**src/rtl/jts16_sndcmd.sv**
```systemverilog
// jts16_sndcmd: main-to-sound CPU command mailbox with NMI handshake.
// A falling edge on main_irqn queues main_latch. The sound CPU gets one NMI
// low period per queued command and pops the head at the end of each snd_cs
// read pulse. Between commands the NMI is held high for GAP cycles.
//
// Ports:
//   clk, rst    - clock, asynchronous active-high reset
//   main_latch  - command byte from the main CPU
//   main_irqn   - command strobe, falling edge pushes
//   snd_cs      - sound CPU read strobe, falling edge pops
//   snd_dout    - FIFO head, or the last popped byte when empty (0xFF after reset)
//   snd_nmin    - active-low NMI to the sound CPU
//   snd_ack     - high when no command is pending
//   ovf         - sticky overflow flag
//   st_dout     - debug status {ovf, nmi_state[1:0], 2'b0, count[2:0]}
//
// Build option: define JTS16_SNDCMD_FIFO_EN for a 4-entry command FIFO.
// Otherwise the mailbox holds one byte and a push while full overwrites it.
module jts16_sndcmd #(
  parameter int unsigned GAP = 16
) (
  input  logic       clk,
  input  logic       rst,
  input  logic [7:0] main_latch,
  input  logic       main_irqn,
  input  logic       snd_cs,
  output logic [7:0] snd_dout,
  output logic       snd_nmin,
  output logic       snd_ack,
  output logic       ovf,
  output logic [7:0] st_dout
);

`ifdef JTS16_SNDCMD_FIFO_EN
  localparam int unsigned DEPTH     = 4;
  localparam int unsigned PTR_STEP  = 1;
  localparam bit          OVERWRITE = 1'b0;
`else
  localparam int unsigned DEPTH     = 1;
  localparam int unsigned PTR_STEP  = 0;
  localparam bit          OVERWRITE = 1'b1;
`endif
  localparam int unsigned PW = 2;
  localparam int unsigned CW = 3;
  localparam int unsigned GW = 8;

  typedef enum logic [1:0] {
    ST_IDLE   = 2'd0,
    ST_ASSERT = 2'd1,
    ST_GAP    = 2'd2
  } nmi_state_e;

  logic             irqn_q, cs_q;
  logic [7:0]       mem_q [4];
  logic [PW-1:0]    wr_ptr_q, wr_ptr_d, rd_ptr_q, rd_ptr_d;
  logic [CW-1:0]    count_q, count_d;
  logic             ovf_q, ovf_d;
  logic [7:0]       last_q, last_d;
  logic [7:0]       dout_q, dout_d;
  logic             nmin_q, nmin_d;
  logic             ack_q, ack_d;
  nmi_state_e       state_q, state_d;
  logic [GW-1:0]    gap_q, gap_d;

  logic             push, pop, full, grow, we, has_cmd;
  logic [7:0]       head_d;

  assign push = irqn_q & ~main_irqn;
  assign pop  = cs_q & ~snd_cs & (count_q != '0);
  assign full = (count_q == CW'(DEPTH));

  // FIFO pointer/count bookkeeping and next value of the presented byte
  always_comb begin
    wr_ptr_d = wr_ptr_q;
    rd_ptr_d = rd_ptr_q;
    ovf_d    = ovf_q;
    last_d   = last_q;
    grow     = push & (~full | pop);
    we       = grow | (push & full & ~pop & OVERWRITE);
    if (push && full && !pop) ovf_d = 1'b1;
    if (grow) wr_ptr_d = wr_ptr_q + PW'(PTR_STEP);
    if (pop) begin
      rd_ptr_d = rd_ptr_q + PW'(PTR_STEP);
      last_d   = mem_q[rd_ptr_q];
    end
    count_d = count_q + CW'(grow) - CW'(pop);
    // head after this cycle's write lands (covers push into empty/overwrite)
    head_d  = (we && (wr_ptr_q == rd_ptr_d)) ? main_latch : mem_q[rd_ptr_d];
    dout_d  = (count_d != '0) ? head_d : last_d;
  end

  // A command must survive this cycle's pop before an NMI is raised for it
  assign has_cmd = (count_q != '0) && (count_d != '0);

  // NMI sequencer: next state and registered outputs
  always_comb begin
    state_d = state_q;
    gap_d   = gap_q;
    unique case (state_q)
      ST_IDLE: begin
        if (has_cmd) state_d = ST_ASSERT;
      end
      ST_ASSERT: begin
        if (pop) begin
          state_d = ST_GAP;
          gap_d   = '0;
        end
      end
      ST_GAP: begin
        if (gap_q == GW'(GAP - 1)) begin
          state_d = has_cmd ? ST_ASSERT : ST_IDLE;
          gap_d   = '0;
        end else begin
          gap_d = gap_q + GW'(1);
        end
      end
      default: begin
        state_d = ST_IDLE;
        gap_d   = '0;
      end
    endcase
    nmin_d = (state_d != ST_ASSERT);
    ack_d  = (count_q == '0);
  end

  // State registers
  always_ff @(posedge clk or posedge rst) begin
    if (rst) begin
      irqn_q   <= 1'b1;
      cs_q     <= 1'b0;
      wr_ptr_q <= '0;
      rd_ptr_q <= '0;
      count_q  <= '0;
      ovf_q    <= 1'b0;
      last_q   <= 8'hFF;
      dout_q   <= 8'hFF;
      nmin_q   <= 1'b1;
      ack_q    <= 1'b1;
      state_q  <= ST_IDLE;
      gap_q    <= '0;
      for (int i = 0; i < 4; i++) mem_q[i] <= '0;
    end else begin
      irqn_q   <= main_irqn;
      cs_q     <= snd_cs;
      wr_ptr_q <= wr_ptr_d;
      rd_ptr_q <= rd_ptr_d;
      count_q  <= count_d;
      ovf_q    <= ovf_d;
      last_q   <= last_d;
      dout_q   <= dout_d;
      nmin_q   <= nmin_d;
      ack_q    <= ack_d;
      state_q  <= state_d;
      gap_q    <= gap_d;
      if (we) mem_q[wr_ptr_q] <= main_latch;
    end
  end

  assign snd_dout = dout_q;
  assign snd_nmin = nmin_q;
  assign snd_ack  = ack_q;
  assign ovf      = ovf_q;
  assign st_dout  = {ovf_q, state_q, 2'b00, count_q};

endmodule
```
**config.mk**
```make
export PLATFORM = sky130hd
export DESIGN_NAME = jts16_sndcmd
export DESIGN_NICKNAME = d
export VERILOG_FILES = /design/src/rtl/jts16_sndcmd.sv
export SDC_FILE = /design/constraint.sdc
export NUM_CORES = 1
export LEC_CHECK = 0
export BUFFER_PORTS_ARGS = -buffer_cell sky130_fd_sc_hd__buf_2
export CORE_ASPECT_RATIO = 1.4
export CORE_UTILIZATION = 30
export CTS_CLUSTER_SIZE = 25
export DETAILED_ROUTE_END_ITERATION = 8
export SETUP_SLACK_MARGIN = 0.4
export SYNTH_ARGS = -nofsm -noshare
export SYNTH_HDL_FRONTEND = slang
export SYNTH_SLANG_ARGS = --single-unit
```
**constraint.sdc**
```tcl
create_clock -name clk -period 4 [get_ports clk]
set_clock_uncertainty 0.1 [all_clocks]
set_input_delay 0 -clock clk [delete_from_list [all_inputs] [get_ports clk]]
set_output_delay 0 -clock clk [all_outputs]
set_load 0.005 [all_outputs]
```
Word level (Yosys, flattened, before mapping)
Cells that the tools add are included.
{ "classes": {"add_sub_neg": 3, "eq_ne": 6, "muxes": 11, "n_bitwise": 13, "reduce_logical": 9} }
{ "ops": {"columns": ["op", "n"], "rows": [
  ["8-bit two-way mux", 5],
  ["8-bit one-hot mux with 3 select lines", 1],
  ["8-bit by 1-bit adder with 8-bit output, second input constant", 1],
  ["8-bit by 4-bit == test with 1-bit output, second input constant", 1],
  ["1-bit bitwise AND", 6],
  ["2-bit two-way mux", 3],
  ["2-bit one-hot mux with 3 select lines", 1],
  ["3-bit nonzero test", 2],
  ["1-bit NOT", 5],
  ["3-bit by 1-bit adder with 3-bit output", 1],
  ["3-bit by 1-bit == test with 1-bit output, second input constant", 1],
  ["1-bit logical AND", 3],
  ["3-bit logical NOT", 1],
  ["3-bit by 1-bit subtractor with 3-bit output", 1],
  ["2-bit by 1-bit == test with 1-bit output, second input constant", 1],
  ["2-bit == test, second input constant", 1],
  ["2-bit logical NOT", 1],
  ["2-bit by 1-bit inequality test with 1-bit output, second input constant", 1],
  ["2-bit inequality test, second input constant", 1],
  ["1-bit bitwise OR", 2],
  ["2-bit AND reduction", 1],
  ["1-bit logical NOT", 1],
  ["1-bit two-way mux", 1]
]} }
{ "totals": {"ff_bits": 42} }

Depth between registers and ports, before layout
{ "depth": {"depth_word": 13, "ltp_mapped": 12, "ltp_nobuf": 11} }

Worst setup path before layout
OpenSTA, ideal clock, no wires.
{ "synth_timing": {"kind": "register -> register", "start": "register irqn_q", "end": "register state_q[0]", "setup_time_ps": 122, "t_arrival_ps": 2706, "t_required_ps": 3778, "slack_ps": 1072, "stages_incl_launch_ff": 13, "path_buffers": 2, "period_less_slack_ps": 2928, "path_cell_list": "dfstp_2 -> nor2b_1 -> buf_1 -> nand2_1 -> o21bai_1 -> ha_1 -> inv_1 -> fa_1 -> inv_1 -> or3_1 -> buf_6 -> and2_4 -> o22a_1"} }
{ "synth_via": {"elab_chain_cells": 9} }
{ "synth_rtl": {"columns": ["element", "line_no", "source"], "rows": [
  ["from (decl)", "53", "logic irqn_q, cs_q;"],
  ["from (signal assigned)", "143", "irqn_q <= main_irqn;"],
  ["1-bit bitwise AND (*)", "68", "assign push = irqn_q & ~main_irqn;"],
  ["1-bit bitwise AND (*)", "78", "grow = push & (~full | pop);"],
  ["3-bit by 1-bit adder with 3-bit output (*)", "86", "count_d = count_q + CW'(grow) - CW'(pop);"],
  ["3-bit by 1-bit subtractor with 3-bit output (*)", "86", null],
  ["via count_d[1]", "56", "logic [CW-1:0] count_q, count_d;"],
  ["3-bit nonzero test (*)", "93", "assign has_cmd = (count_q != '0) && (count_d != '0);"],
  ["1-bit logical AND (*)", "93", null],
  ["1-bit two-way mux", "111", "state_d = has_cmd ? ST_ASSERT : ST_IDLE;"],
  ["2-bit two-way mux", "110", "if (gap_q == GW'(GAP - 1)) begin"],
  ["2-bit one-hot mux with 3 select lines (*)", "99", "unique case (state_q)"],
  ["via state_d[0]", "62", "nmi_state_e state_q, state_d;"],
  ["to (signal assigned)", "153", "state_q <= state_d;"],
  ["to (decl)", "62", null]
]} }
Mark *: on every way through the listed nets, which the timed path passes. The rest lies on a longest branch.
A chain may end at the register's enable or synchronous reset.

Final worst setup path
{ "layout_timing": {"start": "register count_q[1]", "end": "register state_q[0]"} }
{ "layout_via": {"elab_chain_cells": 11} }
{ "layout_rtl": {"columns": ["element", "line_no", "source"], "rows": [
  ["from (decl)", "56", null],
  ["from (signal assigned)", "147", "count_q <= count_d;"],
  ["3-bit nonzero test or 3-bit by 1-bit == test with 1-bit output (tied branches)", "69, 70", null],
  ["1-bit bitwise AND or 1-bit NOT (tied branches)", "69, 78", null],
  ["1-bit bitwise OR", "78", null],
  ["1-bit bitwise AND", "78", null],
  ["3-bit by 1-bit adder with 3-bit output", "86", null],
  ["3-bit by 1-bit subtractor with 3-bit output (*)", "86", null],
  ["via count_d[1]", "56", null],
  ["3-bit nonzero test (*)", "93", null],
  ["1-bit logical AND (*)", "93", null],
  ["1-bit two-way mux", "111", null],
  ["2-bit two-way mux", "110", null],
  ["2-bit one-hot mux with 3 select lines (*)", "99", null],
  ["via state_d[0]", "62", null]
]} }
Marked as above.

==> results_dict.tcl <==
set metrics [dict create \
    status "complete, no violations" \
    fmax_mhz 317 \
    grt_util_all_layers_pct 11.5 \
    drtIter0Drc 44 \
    synth_area_leader_cell "dfrtp_1" \
    reg2reg_to "state_q[0]$_DFF_PP0_" \
    syn_area_per_cell_um2 13.3 \
    io_buffer_count 28 \
    grt_pass1_wl_um 5340 \
    arrival_ns 3.23 \
    ys_seq_elements 42 \
    end_kind "register" \
    synthArstFlopShare_pct 100 \
    final_hold_viol_count 0 \
    setup_viol 0 \
    synth_cell_types 38 \
    fin_cells 246 \
    vias 1115 \
    dieArea_um2 6260 \
    cts.sinks 42 \
    insertedDiodeCount 0 \
    area_growth_pct 23.4 \
    cts_max_level 2 \
    regToRegSetupSlack_ns 0.84 \
    placedInstanceArea_um2 1990 \
    synth_edf_count 0 \
    reg2reg_depth 11 \
    place.detailed.hpwl_um 2270 \
    num_io_pins 31 \
    grt_pass1_vias 1163 \
    maxCapViolations 0 \
    drive_gt1_share_pct 47.8 \
    die_h_um 93.3 \
    critPathMaxFanout 10 \
    ys_seq_area_share_pct 60.2 \
    antenna_found_initial 0 \
    cts_buffers 5 \
    p_per_area_nw_per_um2 600 \
    fin_crit_sh_pct 79.0 \
    place_inst 227 \
    start_util_pct 31.8 \
    required_ns 4.07 \
    startpoint_type "register" \
    vias_per_cell 4.53 \
    fin_nets 192 \
    insertion_delay_ns 0.29 \
    core_um2 5610 \
    min_from "main_irqn" \
    grt_max_degree 28 \
    drc 0 \
    postCtsResizedCells 0 \
    fp-row-count 32 \
    cts_setup_buffers 0 \
    worstSetupPathType "reg -> reg" \
    max_slew_margin_pct 34.0 \
    gp_congestion 0.731 \
    drv_slew 0 \
    cts_root_buf "clkbuf_8" \
    yosysTopAreaCellShare_pct 32.3 \
    dr.pass1.iters 4 \
    die_w_um 67.2 \
    fillerInstances 557 \
    synthCells 134 \
    finalSetupTns_ns 0 \
    synth_warnings 0 \
    reg2reg_from "count_q[1]$_DFF_PP0_" \
    rsz0062_at_grt "false" \
    min_path_type "in -> reg" \
    cts_buffer_depth 2 \
    synth_area_um2 1780 \
    tritoncts "done" \
    yosys-top-cells-area "dfrtp_1, dfstp_2, mux2_2" \
    worstHoldEndpoint "irqn_q$_DFF_PP1_" \
    worstMarginPinSlew_ns 0.990 \
    synth_ff_type "dfrtp_1" \
    power_mw 1.32 \
    p_leak_nw 0.970 \
    ant_nets 0 \
    clk_pin_slew_ns 0.08 \
    design_area_um2 2200 \
    wire_per_inst_um 12.8 \
    hold_depth 2 \
    routed_wl_um 3140 \
    fin_crit_ns 3.16 \
    max-vdd-ir-drop_mv 0.175 \
    grt_overflow 0 \
]
## cell families after synthesis
logic type,Yosys count,synth area share [%]
AOI/OAI and AO/OA,19,7.57
other,1,0.210
and+or+nand+nor,31,8.63
DFF,42,60.2
muxes,24,15.1
xor gates and xnor gates,3,2.31
adders and majority gates,3,2.52
buffers and inverters,11,3.37
## report_power, final
part | total [mW] | internal [mW] | switching [mW]
Combinational | 0.375 | 0.218 | 0.157
Clock | 0.297 | 0.161 | 0.136
Sequential | 0.650 | 0.599 | 0.0511
## metrics by stage
| stage | util, % | setup WS (ns) | hold WS [ns] |
|---|---|---|---|
| detailed placement | 35.4 | 0.840 | 0.0216 |
| global route | 39.3 | 0.611 | 0.287 |
| CTS | 39.3 | 0.804 | 0.252 |
| finish | 39.3 | 0.841 | 0.264 |
| global placement | 35.4 | 0.852 | 0.0204 |
| floorplan | - | 1.07 | -0.0955 |
## what timing repair did
item / in CTS / in global routing
hold buffers: 11 / 0
setup endpoints to repair: 0 / 0
hold endpoints to repair: 32 / 0
## critical path: stages, from the launching register on
cell and delay [ns]:
dfrtp_1 0.43, or3_1 0.45, inv_2 0.10, nor2_2 0.10, o21bai_1 0.17, ha_1 0.15, inv_1 0.04, fa_1 0.48
inv_1 0.05, or3_1 0.55, and2_4 0.24, o22a_1 0.18
## sequential cells by signal, summed over array words and instances, names as in the netlist
name      cells
gap_q         8
cs_q          1
irqn_q        1
ovf           1
mem_q         8
state_q       2
snd_nmin      1
last_q        8
snd_ack       1
snd_dout      8
count_q       3
## per-layer routing
layer  share of wire (%)  wire, µm  vias up  track usage (%)
met5                   0         0        -                0
met3                 3.3       104        6             2.93
met4                 1.7        53        0             4.79
met1                  43      1350      545             13.4
met2                  52      1630       18             19.6
li1                    -         -      546                -
## cells in the mapped netlist (all sizes together) (2+ instances only)
cell / number
buf: 5
dfrtp: 23
dfstp: 19
ha: 2
inv: 5
mux2: 24
nand2: 10
nand3: 3
nor2: 5
nor2b: 2
nor3: 4
o21ai: 9
or3: 3
## placed cells by master, fill, tap and decap left out, types with 2 or more instances in the layout
| master | instances |
|---|---|
| ha_1 | 2 |
| mux2_2 | 24 |
| nand3_1 | 3 |
| nor2_1 | 4 |
| dfrtp_1 | 23 |
| or3_1 | 3 |
| dlygate4sd3_1 | 11 |
| nor2b_1 | 2 |
| buf_4 | 2 |
| dfstp_2 | 19 |
| inv_1 | 4 |
| nor3_1 | 4 |
| buf_2 | 28 |
| o21ai_0 | 8 |
| nand2_1 | 10 |
| conb_1 | 2 |
| clkbuf_8 | 5 |
## layout make-up
class	instances	area [µm²]	share of cell area, %
repair buffers	41	265	12.0
flip-flops and latches	42	1070	48.8
clock inverters	1	7.51	0.341
clock buffers	7	97.6	4.43
well taps	68	85.1	3.86
inverters	5	18.8	0.852
multi-input cells	82	653	29.7
## how the worst max path moves through the flow
stage,slack (ns),cells after the start,to,start
floorplan,1.07,12,state_q[0]$_DFF_PP0_,irqn_q$_DFF_PP1_
global placement,0.85,11,state_q[0]$_DFF_PP0_,count_q[1]$_DFF_PP0_
detailed placement,0.84,11,state_q[0]$_DFF_PP0_,count_q[1]$_DFF_PP0_
CTS,0.80,11,state_q[0]$_DFF_PP0_,count_q[1]$_DFF_PP0_
global route,0.61,11,state_q[0]$_DFF_PP0_,count_q[1]$_DFF_PP0_
finish,0.84,11,state_q[0]$_DFF_PP0_,count_q[1]$_DFF_PP0_
Power figures use the tool's default switching activity.
